--- src/rtl/adder_pkg.sv ---
// Shared defaults and parameter legality check for the pipelined adder.
package adder_pkg;

  localparam int unsigned ADDER_DEFAULT_WIDTH  = 32;
  localparam int unsigned ADDER_DEFAULT_STAGES = 4;

  function automatic bit adder_params_ok(input int unsigned width, input int unsigned stages);
    return (stages >= 1) && (stages <= width) && ((width % stages) == 0);
  endfunction

endpackage

--- src/rtl/pipelined_adder_if.sv ---
// Operand/result stream bundle for pipelined_adder.
// io_Overflow exists only when PIPELINED_ADDER_OVERFLOW_EN is defined.
interface pipelined_adder_if import adder_pkg::*; #(
  parameter int unsigned WIDTH = ADDER_DEFAULT_WIDTH
);
  logic             io_in_valid;
  logic             io_in_ready;
  logic [WIDTH-1:0] io_A;
  logic [WIDTH-1:0] io_B;
  logic             io_Cin;
  logic             io_Sub;
  logic             io_out_valid;
  logic             io_out_ready;
  logic [WIDTH-1:0] io_Sum;
  logic             io_Cout;
`ifdef PIPELINED_ADDER_OVERFLOW_EN
  logic             io_Overflow;

  modport slave (
    input  io_in_valid, io_A, io_B, io_Cin, io_Sub, io_out_ready,
    output io_in_ready, io_out_valid, io_Sum, io_Cout, io_Overflow
  );
  modport master (
    output io_in_valid, io_A, io_B, io_Cin, io_Sub, io_out_ready,
    input  io_in_ready, io_out_valid, io_Sum, io_Cout, io_Overflow
  );
`else
  modport slave (
    input  io_in_valid, io_A, io_B, io_Cin, io_Sub, io_out_ready,
    output io_in_ready, io_out_valid, io_Sum, io_Cout
  );
  modport master (
    output io_in_valid, io_A, io_B, io_Cin, io_Sub, io_out_ready,
    input  io_in_ready, io_out_valid, io_Sum, io_Cout
  );
`endif
endinterface

--- src/rtl/adder_chunk.sv ---
// Combinational CW-bit adder slice with carry-in and carry-out.
module adder_chunk #(
  parameter int unsigned CW = 8
) (
  input  logic [CW-1:0] a,
  input  logic [CW-1:0] b,
  input  logic          cin,
  output logic [CW-1:0] sum,
  output logic          cout
);

  always_comb begin
    {cout, sum} = {1'b0, a} + {1'b0, b} + {{CW{1'b0}}, cin};
  end

endmodule

--- src/rtl/pipelined_adder.sv ---
// WIDTH-bit add/subtract split into STAGES carry-chained registered chunks,
// valid/ready stream with global stall. Optional PIPELINED_ADDER_OVERFLOW_EN.
module pipelined_adder import adder_pkg::*; #(
  parameter int unsigned WIDTH  = ADDER_DEFAULT_WIDTH,
  parameter int unsigned STAGES = ADDER_DEFAULT_STAGES
) (
  input logic              clock,
  input logic              reset,
  pipelined_adder_if.slave bus
);

  localparam int unsigned CW = WIDTH / STAGES;

  if (!adder_params_ok(WIDTH, STAGES)) begin : g_bad_params
    $error("pipelined_adder: WIDTH must be a multiple of STAGES and 1 <= STAGES <= WIDTH");
  end

  logic [STAGES-1:0]            valid_q, valid_d, carry_q, carry_d;
  logic [STAGES-1:0][WIDTH-1:0] sum_q, sum_d, a_q, a_d, b_q, b_d;
  logic [STAGES-1:0][WIDTH-1:0] a_in, b_in, s_in;
  logic [STAGES-1:0]            c_in, v_in;
  logic [STAGES-1:0][CW-1:0]    chunk_sum;
  logic [STAGES-1:0]            chunk_cout;
  logic                         advance;
`ifdef PIPELINED_ADDER_OVERFLOW_EN
  logic                         ovf_q, ovf_d;
`endif

  assign advance = !valid_q[STAGES-1] || bus.io_out_ready;

  // Stage k consumes operands from stage k-1's registers; stage 0 from the bus.
  always_comb begin
    a_in[0] = bus.io_A;
    b_in[0] = bus.io_Sub ? ~bus.io_B : bus.io_B;
    c_in[0] = bus.io_Sub ? 1'b1 : bus.io_Cin;
    s_in[0] = '0;
    v_in[0] = bus.io_in_valid;
    for (int unsigned k = 1; k < STAGES; k++) begin
      a_in[k] = a_q[k-1];
      b_in[k] = b_q[k-1];
      c_in[k] = carry_q[k-1];
      s_in[k] = sum_q[k-1];
      v_in[k] = valid_q[k-1];
    end
  end

  for (genvar k = 0; k < STAGES; k++) begin : g_stage
    adder_chunk #(.CW(CW)) u_chunk (
      .a    (a_in[k][k*CW +: CW]),
      .b    (b_in[k][k*CW +: CW]),
      .cin  (c_in[k]),
      .sum  (chunk_sum[k]),
      .cout (chunk_cout[k])
    );
  end

  always_comb begin
    valid_d = valid_q;
    carry_d = carry_q;
    sum_d   = sum_q;
    a_d     = a_q;
    b_d     = b_q;
`ifdef PIPELINED_ADDER_OVERFLOW_EN
    ovf_d   = ovf_q;
`endif
    if (advance) begin
      for (int unsigned k = 0; k < STAGES; k++) begin
        valid_d[k]             = v_in[k];
        carry_d[k]             = chunk_cout[k];
        a_d[k]                 = a_in[k];
        b_d[k]                 = b_in[k];
        sum_d[k]               = s_in[k];
        sum_d[k][k*CW +: CW]   = chunk_sum[k];
      end
`ifdef PIPELINED_ADDER_OVERFLOW_EN
      ovf_d = (a_in[STAGES-1][WIDTH-1] == b_in[STAGES-1][WIDTH-1]) &&
              (chunk_sum[STAGES-1][CW-1] != a_in[STAGES-1][WIDTH-1]);
`endif
    end
  end

  always_ff @(posedge clock or negedge reset) begin
    if (!reset) begin
      valid_q <= '0;
      carry_q <= '0;
      sum_q   <= '0;
      a_q     <= '0;
      b_q     <= '0;
`ifdef PIPELINED_ADDER_OVERFLOW_EN
      ovf_q   <= 1'b0;
`endif
    end else begin
      valid_q <= valid_d;
      carry_q <= carry_d;
      sum_q   <= sum_d;
      a_q     <= a_d;
      b_q     <= b_d;
`ifdef PIPELINED_ADDER_OVERFLOW_EN
      ovf_q   <= ovf_d;
`endif
    end
  end

  // Last stage's operand copies have no downstream consumer; synthesis prunes them.
  logic unused_last_ops;
  assign unused_last_ops = ^{a_q[STAGES-1], b_q[STAGES-1]};

  assign bus.io_in_ready  = advance;
  assign bus.io_out_valid = valid_q[STAGES-1];
  assign bus.io_Sum       = sum_q[STAGES-1];
  assign bus.io_Cout      = carry_q[STAGES-1];
`ifdef PIPELINED_ADDER_OVERFLOW_EN
  assign bus.io_Overflow  = ovf_q;
`endif

endmodule

--- src/flat_wrapper.sv ---
// flat-port wrapper written by rule: the top's interface ports become plain ports
module pipelined_adder_flat import adder_pkg::*;
#(
  parameter int unsigned WIDTH  = ADDER_DEFAULT_WIDTH,
  parameter int unsigned STAGES = ADDER_DEFAULT_STAGES
)
  (clock, reset, bus_io_in_valid, bus_io_A, bus_io_B, bus_io_Cin, bus_io_Sub, bus_io_out_ready, bus_io_in_ready, bus_io_out_valid, bus_io_Sum, bus_io_Cout);
  pipelined_adder_if #(.WIDTH(WIDTH)) bus_i ();
  input logic clock;
  input logic reset;
  input wire logic [$bits(bus_i.io_in_valid)-1:0] bus_io_in_valid;
  input wire logic [$bits(bus_i.io_A)-1:0] bus_io_A;
  input wire logic [$bits(bus_i.io_B)-1:0] bus_io_B;
  input wire logic [$bits(bus_i.io_Cin)-1:0] bus_io_Cin;
  input wire logic [$bits(bus_i.io_Sub)-1:0] bus_io_Sub;
  input wire logic [$bits(bus_i.io_out_ready)-1:0] bus_io_out_ready;
  output wire logic [$bits(bus_i.io_in_ready)-1:0] bus_io_in_ready;
  output wire logic [$bits(bus_i.io_out_valid)-1:0] bus_io_out_valid;
  output wire logic [$bits(bus_i.io_Sum)-1:0] bus_io_Sum;
  output wire logic [$bits(bus_i.io_Cout)-1:0] bus_io_Cout;
  assign bus_i.io_in_valid = bus_io_in_valid;
  assign bus_i.io_A = bus_io_A;
  assign bus_i.io_B = bus_io_B;
  assign bus_i.io_Cin = bus_io_Cin;
  assign bus_i.io_Sub = bus_io_Sub;
  assign bus_i.io_out_ready = bus_io_out_ready;
  assign bus_io_in_ready = bus_i.io_in_ready;
  assign bus_io_out_valid = bus_i.io_out_valid;
  assign bus_io_Sum = bus_i.io_Sum;
  assign bus_io_Cout = bus_i.io_Cout;
  pipelined_adder #(.WIDTH(WIDTH), .STAGES(STAGES)) u_core (.clock(clock), .reset(reset), .bus(bus_i));
endmodule
--- config.mk ---
export PLATFORM = sky130hd
export DESIGN_NAME = pipelined_adder_flat
export DESIGN_NICKNAME = d
export VERILOG_FILES = /design/src/rtl/adder_pkg.sv /design/src/rtl/pipelined_adder_if.sv /design/src/rtl/adder_chunk.sv /design/src/rtl/pipelined_adder.sv /design/src/flat_wrapper.sv
export SDC_FILE = /design/constraint.sdc
export NUM_CORES = 1
export LEC_CHECK = 0
export ABC_AREA = 0
export CORE_ASPECT_RATIO = 0.9
export CORE_UTILIZATION = 60
export DETAILED_ROUTE_END_ITERATION = 7
export PLACE_DENSITY = 0.94
export SLEW_MARGIN = 20
export SYNTH_ARGS = -nofsm -noshare
export SYNTH_HDL_FRONTEND = slang
export SYNTH_SLANG_ARGS = --single-unit
--- constraint.sdc ---
create_clock -name clock -period 4.1 [get_ports clock]
set_input_delay 0.615 -clock clock [delete_from_list [all_inputs] [get_ports clock]]
set_output_delay 0.615 -clock clock [all_outputs]
set_load 0.05 [all_outputs]
==> impl_metrics.json, run 1 <==
{
  "outcome": "finished, final reports clean",
  "antenna_left": 0,
  "critPathRequiredTime_ps": 3480,
  "total_power_uw": 8340,
  "fin_crit_ps": 3100,
  "start_util_pct": 62.1,
  "hold_viol": 0,
  "gp_congestion": 0.829,
  "dieArea_sq_mm": 0.0144,
  "clockBufferDepth": 2,
  "synth_fp_nets": 1020,
  "antenna_found_initial": 0,
  "areaGrowthSynthToFinish_pct": 19.8,
  "worstMarginPinSlew_ps": 1040,
  "worst-endpoint-arrival_ps": 2480,
  "ys_ff_latch": 184,
  "synthFlopType": "dfrtp_1",
  "numClockSinks": 184,
  "rsz0062_at_grt": "no",
  "grt_util_all_layers_pct": 26.9,
  "wl_per_cell_microns": 15.0,
  "diodes": 0,
  "p_leak_uw": 0.00486,
  "yosysMostFrequentCell": "nand2_1",
  "yosysSeqAreaShare_pct": 55.0,
  "hold_class": "input port to asynchronous set/reset pin",
  "power_density_mw_per_mm2": 832,
  "synth_common_cells": "448 x nand2_1, 184 x dfrtp_1, 34 x o21ai_0, 30 x o21ai_1, 29 x xnor2_1",
  "vias_per_cell": 5.33,
  "clock.fmax_mhz": 323,
  "die_w_microns": 126,
  "yosysTopAreaCellShare_pct": 55.0,
  "grt_first_pass_wirelength_microns": 30100,
  "synthTopCellsByArea": "dfrtp_1 55%, nand2_1 20%, ha_1 4.2%",
  "clk_pin_slew_ps": 60,
  "drcViolationCount": 0,
  "finalSetupViolCount": 0,
  "cts_hold_buf": 0,
  "drtPass1Iterations": 5,
  "slew_headroom_pct": 30.6,
  "ir_drop_mv": 0.388,
  "portBuffers": 104,
  "cts-root-buf": "clkbuf_16",
  "layout-drive-gt1-share_pct": 4.55,
  "hold_ws_ps": 230,
  "rows": 40,
  "r2r_end": "u_core.bus.io_Sum[30]$_DFFE_PN0P_",
  "clk_latency_ps": 430,
  "critPathLaunch": "bus_io_out_ready",
  "grt-ovfl-total": 0,
  "grt_max_degree": 225,
  "fin_crit_sh_pct": 75.6,
  "max_stage_delay_ps": 970,
  "fin_skew_ps": 8.33,
  "maxCapViolCount": 0,
  "synth_cell_types": 29,
  "worstPathMaxFanout": 44,
  "rr_worst_depth": 7,
  "fp.coreArea_sq_mm": 0.0135,
  "routed_wl_microns": 17700,
  "slew_violations": 0,
  "ioPinCount": 105,
  "grt_pass1_vias": 6255,
  "r2r_setup_slack_ps": 1660,
  "synthCells": 914,
  "r2r-start": "u_core.carry_q[2]$_DFFE_PN0P_",
  "synth_largest_area_cell": "dfrtp_1",
  "criticalPathCategory": "input port to primary output",
  "slowest_stage": "clkdlybuf4s50_1",
  "place_area_sq_mm": 0.00939,
  "synth_edf_count": 0,
  "cts_htree_levels": 4,
  "post_cts_buffers": 0,
  "critPathCaptureType": "primary output",
  "startpoint_type": "input port",
  "die_height_microns": 114,
  "synth_area_sq_mm": 0.00837,
  "cpMostUsedCell": "clkdlybuf4s50_1",
  "nNetsFinal": 1103,
  "cts_tree": "done",
  "cts_resized": 0,
  "hpwl_microns": 11400,
  "cp_cell_sequence": "clkdlybuf4s50_1, nor2b_4, inv_4, clkdlybuf4s50_1",
  "via_count": 6284,
  "cts-buffers-inserted": 17,
  "design_area_sq_mm": 0.0100,
  "synth.avg_cell_area_sq_um": 9.15,
  "fin_setup_tns_ps": 0,
  "drtIter0Drc": 646,
  "synth_warnings": 0,
  "async_flop_share_pct": 100
}
logic make-up after synthesis:
kind of cell	Yosys count	synth area share [%]
simple gates	485	22.4
flops	184	55.0
compound gates	108	7.52
buf+inv	52	3.84
xor+xnor	49	5.13
fa+ha+maj	36	6.10
where the power goes:
part           switching [uW]  internal, uW
Sequential                503          2630
Clock                     670          1050
Combinational            2200          1290
critical path, delay by kind of cell:
| kind | cells | cell delay (ps) |
|---|---|---|
| buffers and inverters | 3 | 1780 |
| and+or+nand+nor | 1 | 60 |
layer usage:
metal	share of wire (%)	GRT usage, %	vias up
met5	0	0	-
met4	2.3	11.3	0
met3	4.2	3.99	37
met2	49	43.2	178
met1	45	37.2	3001
li1	-	-	3068
layout make-up:
type | instances | area [sq um]
well taps | 168 | 210
repair buffers | 109 | 1100
multi-input cells | 678 | 3450
inverters | 7 | 28.8
flip-flops and latches | 184 | 4600
fillers | 908 | 3440
clock inverters | 11 | 170
clock buffers | 21 | 460
registers in the layout (all words and copies together) (netlist names):
| register | flops |
|---|---|
| u_core.valid_q | 4 |
| u_core.a_in | 48 |
| u_core.carry_q | 4 |
| u_core.s_in | 48 |
| u_core.b_in | 48 |
| u_core.bus.io_Sum | 32 |
stage by stage:
stage / worst slack (ps) / cells / utilization (%)
after floorplan: 1210 / 914 / -
after global placement: 1000 / 1146 / 69.8
after detailed placement: 987 / 1146 / 69.8
after CTS: 1000 / 1178 / 74.4
after global routing: 905 / 1178 / 74.4
final: 1000 / 1178 / 74.4
placed cells by master, fill, tap and decap left out, types with 5 or more instances in the layout:
| cell | Yosys | layout |
|---|---|---|
| o211ai_1 | 7 | 7 |
| ha_1 | 28 | 28 |
| nor2_1 | 10 | 10 |
| xnor2_1 | 29 | 29 |
| nor3_1 | 14 | 14 |
| dfrtp_1 | 184 | 184 |
| nand2_1 | 448 | 448 |
| inv_1 | 6 | 6 |
| fa_1 | 8 | 8 |
| a21oi_1 | 15 | 15 |
| xor2_1 | 20 | 20 |
| o21ai_0 | 34 | 34 |
| clkdlybuf4s50_1 | 0 | 102 |
| o21ai_1 | 30 | 30 |
| a31oi_1 | 5 | 5 |
| clkbuf_16 | 0 | 17 |
worst max-delay path by stage:
stage	end	cells past startpoint
floorplan	u_core.s_in[38]$_DFFE_PN0P_	10
global placement	bus_io_in_ready	4
detailed placement	u_core.s_in[38]$_DFFE_PN0P_	9
CTS	bus_io_in_ready	4
global route	bus_io_in_ready	4
finish	bus_io_in_ready	4
Note: power is estimated with default switching activity, not from simulation.
==> inputs of run 2 (changes only) <==
--- a/config.mk
+++ b/config.mk
@@ -7,9 +7,9 @@
 export LEC_CHECK = 0
 export ABC_AREA = 0
 export CORE_ASPECT_RATIO = 0.9
-export CORE_UTILIZATION = 60
+export CORE_UTILIZATION = 50
 export DETAILED_ROUTE_END_ITERATION = 7
-export PLACE_DENSITY = 0.94
+export PLACE_DENSITY = 0.85
 export SLEW_MARGIN = 20
 export SYNTH_ARGS = -nofsm -noshare
 export SYNTH_HDL_FRONTEND = slang
==> constraint.sdc (replaced) <==
create_clock -name clock -period 2.59 [get_ports clock]
set_input_delay 0.3885 -clock clock [delete_from_list [all_inputs] [get_ports clock]]
set_output_delay 0.3885 -clock clock [all_outputs]
set_load 0.05 [all_outputs]
==> run 2 against run 1 <==
Sequential cell count is the same. Routed wire length is 2.2% lower. Die area rose by 20%. Global-route usage down 5.1 points. Cell count rose by 4.2%. The flow now finishes with violations (DRC). Count of clock-buffer cells in the layout fell by 2.
==> impl_metrics.json, run 2 (synthesis results as in run 1) <==
{
  "design_area_sq_mm": 0.0102,
  "total_power_uw": 13200,
  "numClockSinks": 184,
  "dp_cells": 1194,
  "outcome": "finished, violations left",
  "critPathLaunch": "u_core.carry_q[2]$_DFFE_PN0P_",
  "power_density_mw_per_mm2": 1300,
  "p_leak_uw": 0.00492,
  "hold_ws_ps": 464,
  "layout_commonest_cell": "nand2_1",
  "hold_class": "register to register",
  "rsz0062_at_grt": "no",
  "grt_first_pass_wirelength_microns": 30100,
  "cts_htree_levels": 4,
  "worst-endpoint-arrival_ps": 2640,
  "antenna_found_initial": 0,
  "fill_cells": 1295,
  "wl_per_cell_microns": 14.1,
  "drcViolationCount": 6,
  "fin_skew_ps": 6.87,
  "startpoint_type": "register",
  "ioPinCount": 105,
  "r2r-start": "u_core.carry_q[2]$_DFFE_PN0P_",
  "fin_crit_ps": 2350,
  "drtPass1Iterations": 7,
  "layout-drive-gt1-share_pct": 5.78,
  "finalSetupViolCount": 0,
  "antenna_left": 0,
  "cts-buffers-inserted": 17,
  "criticalPathCategory": "register to register",
  "hpwl_microns": 11700,
  "clk_pin_slew_ps": 70,
  "grt_max_degree": 130,
  "place_area_sq_mm": 0.00952,
  "maxCapViolCount": 0,
  "clk_latency_ps": 430,
  "slew_violations": 0,
  "violations": "DRC",
  "instances_no_fill": 1227,
  "portBuffers": 104,
  "clock.fmax_mhz": 425,
  "critPathRequiredTime_ps": 2880,
  "r2r_setup_slack_ps": 240,
  "gp_congestion": 0.838,
  "fin_crit_sh_pct": 90.8,
  "diodes": 0,
  "dieArea_sq_mm": 0.0173,
  "fp.coreArea_sq_mm": 0.0162,
  "regArea_sq_mm": 0.00460,
  "worstPathMaxFanout": 3,
  "grt_pass1_vias": 6216,
  "multi_input_area_sq_mm": 0.00345,
  "slew_headroom_pct": 58.0,
  "areaGrowthSynthToFinish_pct": 21.6,
  "cts-root-buf": "clkbuf_16",
  "worstMarginPinSlew_ps": 629,
  "clockBufferDepth": 2,
  "die_height_microns": 125,
  "ir_drop_mv": 0.611,
  "min_from": "u_core.bus.io_Sum[2]$_DFFE_PN0P_",
  "critPathCaptureType": "register",
  "hold_viol": 0,
  "drtIter0Drc": 450,
  "routed_wl_microns": 17300,
  "rows": 44,
  "via_count": 6224,
  "grt_util_all_layers_pct": 21.8,
  "cts_tree": "done",
  "mostFrequentLayoutCells": "448 x nand2_1, 184 x dfrtp_1, 101 x clkdlybuf4s50_1",
  "fin_setup_tns_ps": 0,
  "grt-ovfl-total": 0,
  "nNetsFinal": 1113,
  "vias_per_cell": 5.07,
  "start_util_pct": 51.5,
  "die_w_microns": 138
}
==> run 2: power breakdown <==
part	switching (uW)	internal (uW)	total, uW
Combinational	3440	2080	5520
Clock	1110	1680	2790
Sequential	772	4160	4930
Total	5320	7910	13200
==> run 2: repair_timing <==
action | in CTS | in global routing
hold buffers | 1 | 0
gates resized for setup | 0 | 0
buffers inserted | 0 | 0
endpoints found under the hold margin | 62 | 0
==> run 2: critical path, cell delays in order, from the launching register on <==
cell,delay (ps)
dfrtp_1,430
fa_1,520
fa_1,440
a21oi_2,210
o211ai_1,120
a21oi_1,230
xor2_1,190
o21ai_1,70
==> run 2: cell type report <==
type,instances,area share [%]
Clock buffer,19,4.45
Clock inverter,13,1.87
Inverter,7,0.283
Sequential cell,184,45.3
Tap cell,207,2.55
Multi-Input combinational cell,678,33.9
Timing Repair Buffer,119,11.7
==> run 2: final timing paths <==
path	to	depth (start not counted)
min	u_core.bus.io_Sum[2]$_DFFE_PN0P_	2
max	u_core.bus.io_Sum[30]$_DFFE_PN0P_	7
max in group asynchronous	u_core.carry_q[0]$_DFFE_PN0P_	3
min in group asynchronous	u_core.a_in[41]$_DFFE_PN0P_	2
max reg2reg	u_core.bus.io_Sum[30]$_DFFE_PN0P_	7
min reg2reg	u_core.bus.io_Sum[2]$_DFFE_PN0P_	2
==> run 2: metal layers <==
metal  global-route usage, %  wire length (microns)
met5                       0                      0
met4                    7.27                    255
met1                    31.3                   8460
met2                    33.9                   8050
met3                    3.73                    561
==> run 2: stage by stage <==
stage	util, %	worst slack (ps)
floorplan	-	13.5
global placement	58.6	-96.1
detailed placement	58.6	-177
CTS	62.6	252
global route	62.6	136
finish	62.6	239
==> inputs of run 3 (changes only) <==
--- a/config.mk
+++ b/config.mk
@@ -10,6 +10,7 @@
 export CORE_UTILIZATION = 50
 export DETAILED_ROUTE_END_ITERATION = 7
 export PLACE_DENSITY = 0.85
+export REMOVE_ABC_BUFFERS = 1
 export SLEW_MARGIN = 20
 export SYNTH_ARGS = -nofsm -noshare
 export SYNTH_HDL_FRONTEND = slang
==> constraint.sdc (replaced) <==
create_clock -name clock -period 2.59 [get_ports clock]
set_input_delay 0.3885 -clock clock [delete_from_list [all_inputs] [get_ports clock]]
set_output_delay 0.3885 -clock clock [all_outputs]
set_load 0.1 [all_outputs]
==> run 3 against run 2 <==
The flow still finishes with violations (DRC). Sequential share of layout area grew 0.13 points. Final area fell by 0.29%. Cell count up 0.24%. Clock power about the same. Via count shrank 1.0%. Sequential cell count unchanged. Register-to-register slack got worse by 30 ps. Non-clock buffer count increased by 3. First-iteration DRC count shrank 25%. Critical endpoint is now u_core.s_in[38]$_DFFE_PN0P_. Largest cell class unchanged. Largest power group unchanged.
==> impl_metrics.json, run 3 (synthesis results as in run 1) <==
{
  "grt_pass1_vias": 6008,
  "start_util_pct": 51.5,
  "numClockSinks": 184,
  "cts_tree": "done",
  "slew_violations": 0,
  "rows": 44,
  "outcome": "finished, violations left",
  "diodes": 0,
  "cts_htree_levels": 4,
  "maxCapViolCount": 0,
  "antenna_found_initial": 0,
  "max_stage_delay_ps": 440,
  "finalSetupViolCount": 0,
  "fin_crit_sh_pct": 95.4,
  "critPathRequiredTime_ps": 2890,
  "slew_headroom_pct": 62.9,
  "cts-buffers-inserted": 17,
  "drtPass1Iterations": 7,
  "wl_per_cell_microns": 13.3,
  "fin_skew_ps": 9.81,
  "cp_cell_sequence": "clkdlybuf4s50_1, or2_2, fa_1, fa_1, a21oi_1, o211ai_1, a21oi_1, xor2_1, o21ai_1",
  "cts_resized": 0,
  "place_area_sq_mm": 0.00950,
  "layout-drive-gt1-share_pct": 9.19,
  "power_density_mw_per_mm2": 1380,
  "cts-root-buf": "clkbuf_16",
  "rsz0062_at_grt": "no",
  "critPathCaptureType": "register",
  "ioPinCount": 105,
  "fill_cells": 1353,
  "nNetsFinal": 1116,
  "post_cts_buffers": 0,
  "startpoint_type": "input port",
  "die_w_microns": 138,
  "routed_wl_microns": 16400,
  "drtIter0Drc": 339,
  "design_area_sq_mm": 0.0101,
  "grt_max_degree": 90,
  "die_height_microns": 125,
  "drcViolationCount": 12,
  "clk_pin_slew_ps": 70,
  "slowest_stage": "fa_1",
  "portBuffers": 104,
  "vias_per_cell": 5.01,
  "instances_no_fill": 1230,
  "violations": "DRC",
  "cts_hold_buf": 1,
  "clk_latency_ps": 430,
  "grt_first_pass_wirelength_microns": 28000,
  "grt_util_all_layers_pct": 20.4,
  "hold_viol": 0,
  "crit_buf_inv": 1,
  "dieArea_sq_mm": 0.0173,
  "dp_cells": 1197,
  "fin_crit_ps": 2470,
  "hold_class": "register to register",
  "layout_commonest_cell": "nand2_1",
  "antenna_left": 0,
  "worstPathMaxFanout": 2,
  "via_count": 6159,
  "clockBufferDepth": 2,
  "p_leak_uw": 0.00499,
  "crit_family": "adder cells",
  "fp.coreArea_sq_mm": 0.0162,
  "hpwl_microns": 10700,
  "gp_congestion": 0.842,
  "grt-ovfl-total": 0,
  "ir_drop_mv": 0.914,
  "criticalPathCategory": "input port to register",
  "clock.fmax_mhz": 405,
  "worstMarginPinSlew_ps": 557,
  "worst-endpoint-arrival_ps": 2770,
  "areaGrowthSynthToFinish_pct": 21.2,
  "mostFrequentLayoutCells": "448 x nand2_1, 184 x dfrtp_1, 67 x clkdlybuf4s50_1"
}
run 3: cell types whose count changed in the layout (fill, tap and decap cells not counted), sizes merged:
cell	previous run	this run
buf	17	53
clkbuf	19	22
clkdlybuf4s50	101	67
clkinvlp	1	2
inv	11	8
run 3: stage by stage:
step | total power (uW) | worst slack [ps] | hold WS (ps) | TNS, ps | util (%)
after floorplan | 9450 | -11000 | 92.9 | -1809250 | -
after global placement | 11000 | -178 | 430 | -351 | 58.5
after detailed placement | 11300 | -270 | 434 | -578 | 58.5
after CTS | 14100 | 146 | 463 | 0 | 62.5
after global routing | 15000 | 43.3 | 483 | 0 | 62.5
final | 14000 | 120 | 460 | 0 | 62.5
run 3: worst min-delay path, cell delays in order, from the launching register on:
cell	delay (ps)
dfrtp_1	340
nand2_1	50
nand2_1	50
run 3: layout make-up:
cell class              instances  area [sq um]  area share (%)
clock inverters                11           168            1.65
clock buffers                  21           470            4.64
repair buffers                122          1160            11.5
well taps                     207           259            2.55
inverters                       7          28.8           0.284
flip-flops and latches        184          4600            45.4
multi-input cells             678          3450            34.0
run 3: final timing paths:
| path | cells after the start | endpoint | slack (ps) | start |
|---|---|---|---|---|
| setup / recovery | 9 | u_core.s_in[38]$_DFFE_PN0P_ | 120 | bus_io_Cin |
| hold / removal | 2 | u_core.valid_q[2]$_DFFE_PN0P_ | 460 | u_core.valid_q[2]$_DFFE_PN0P_ |
| setup reg to reg | 7 | u_core.s_in[118]$_DFFE_PN0P_ | 210 | u_core.carry_q[1]$_DFFE_PN0P_ |
| hold reg to reg | 2 | u_core.valid_q[2]$_DFFE_PN0P_ | 460 | u_core.valid_q[2]$_DFFE_PN0P_ |
| max in group asynchronous | 3 | u_core.s_in[79]$_DFFE_PN0P_ | 1360 | reset |
| min in group asynchronous | 2 | u_core.bus.io_Sum[17]$_DFFE_PN0P_ | 520 | reset |
run 3: layer usage:
metal	vias up	wire, microns	GRT usage [%]
met4	0	184	5.49
met2	111	8300	35.2
met5	-	0	0
met1	2931	7370	25.9
li1	3102	-	-
met3	15	543	4.34
run 3: power breakdown:
part / internal, uW / total (uW) / switching [uW]
combinational: 2020 / 6380 / 4360
clock: 1690 / 2770 / 1080
sequential: 4160 / 4890 / 733
total: 7870 / 14000 / 6170
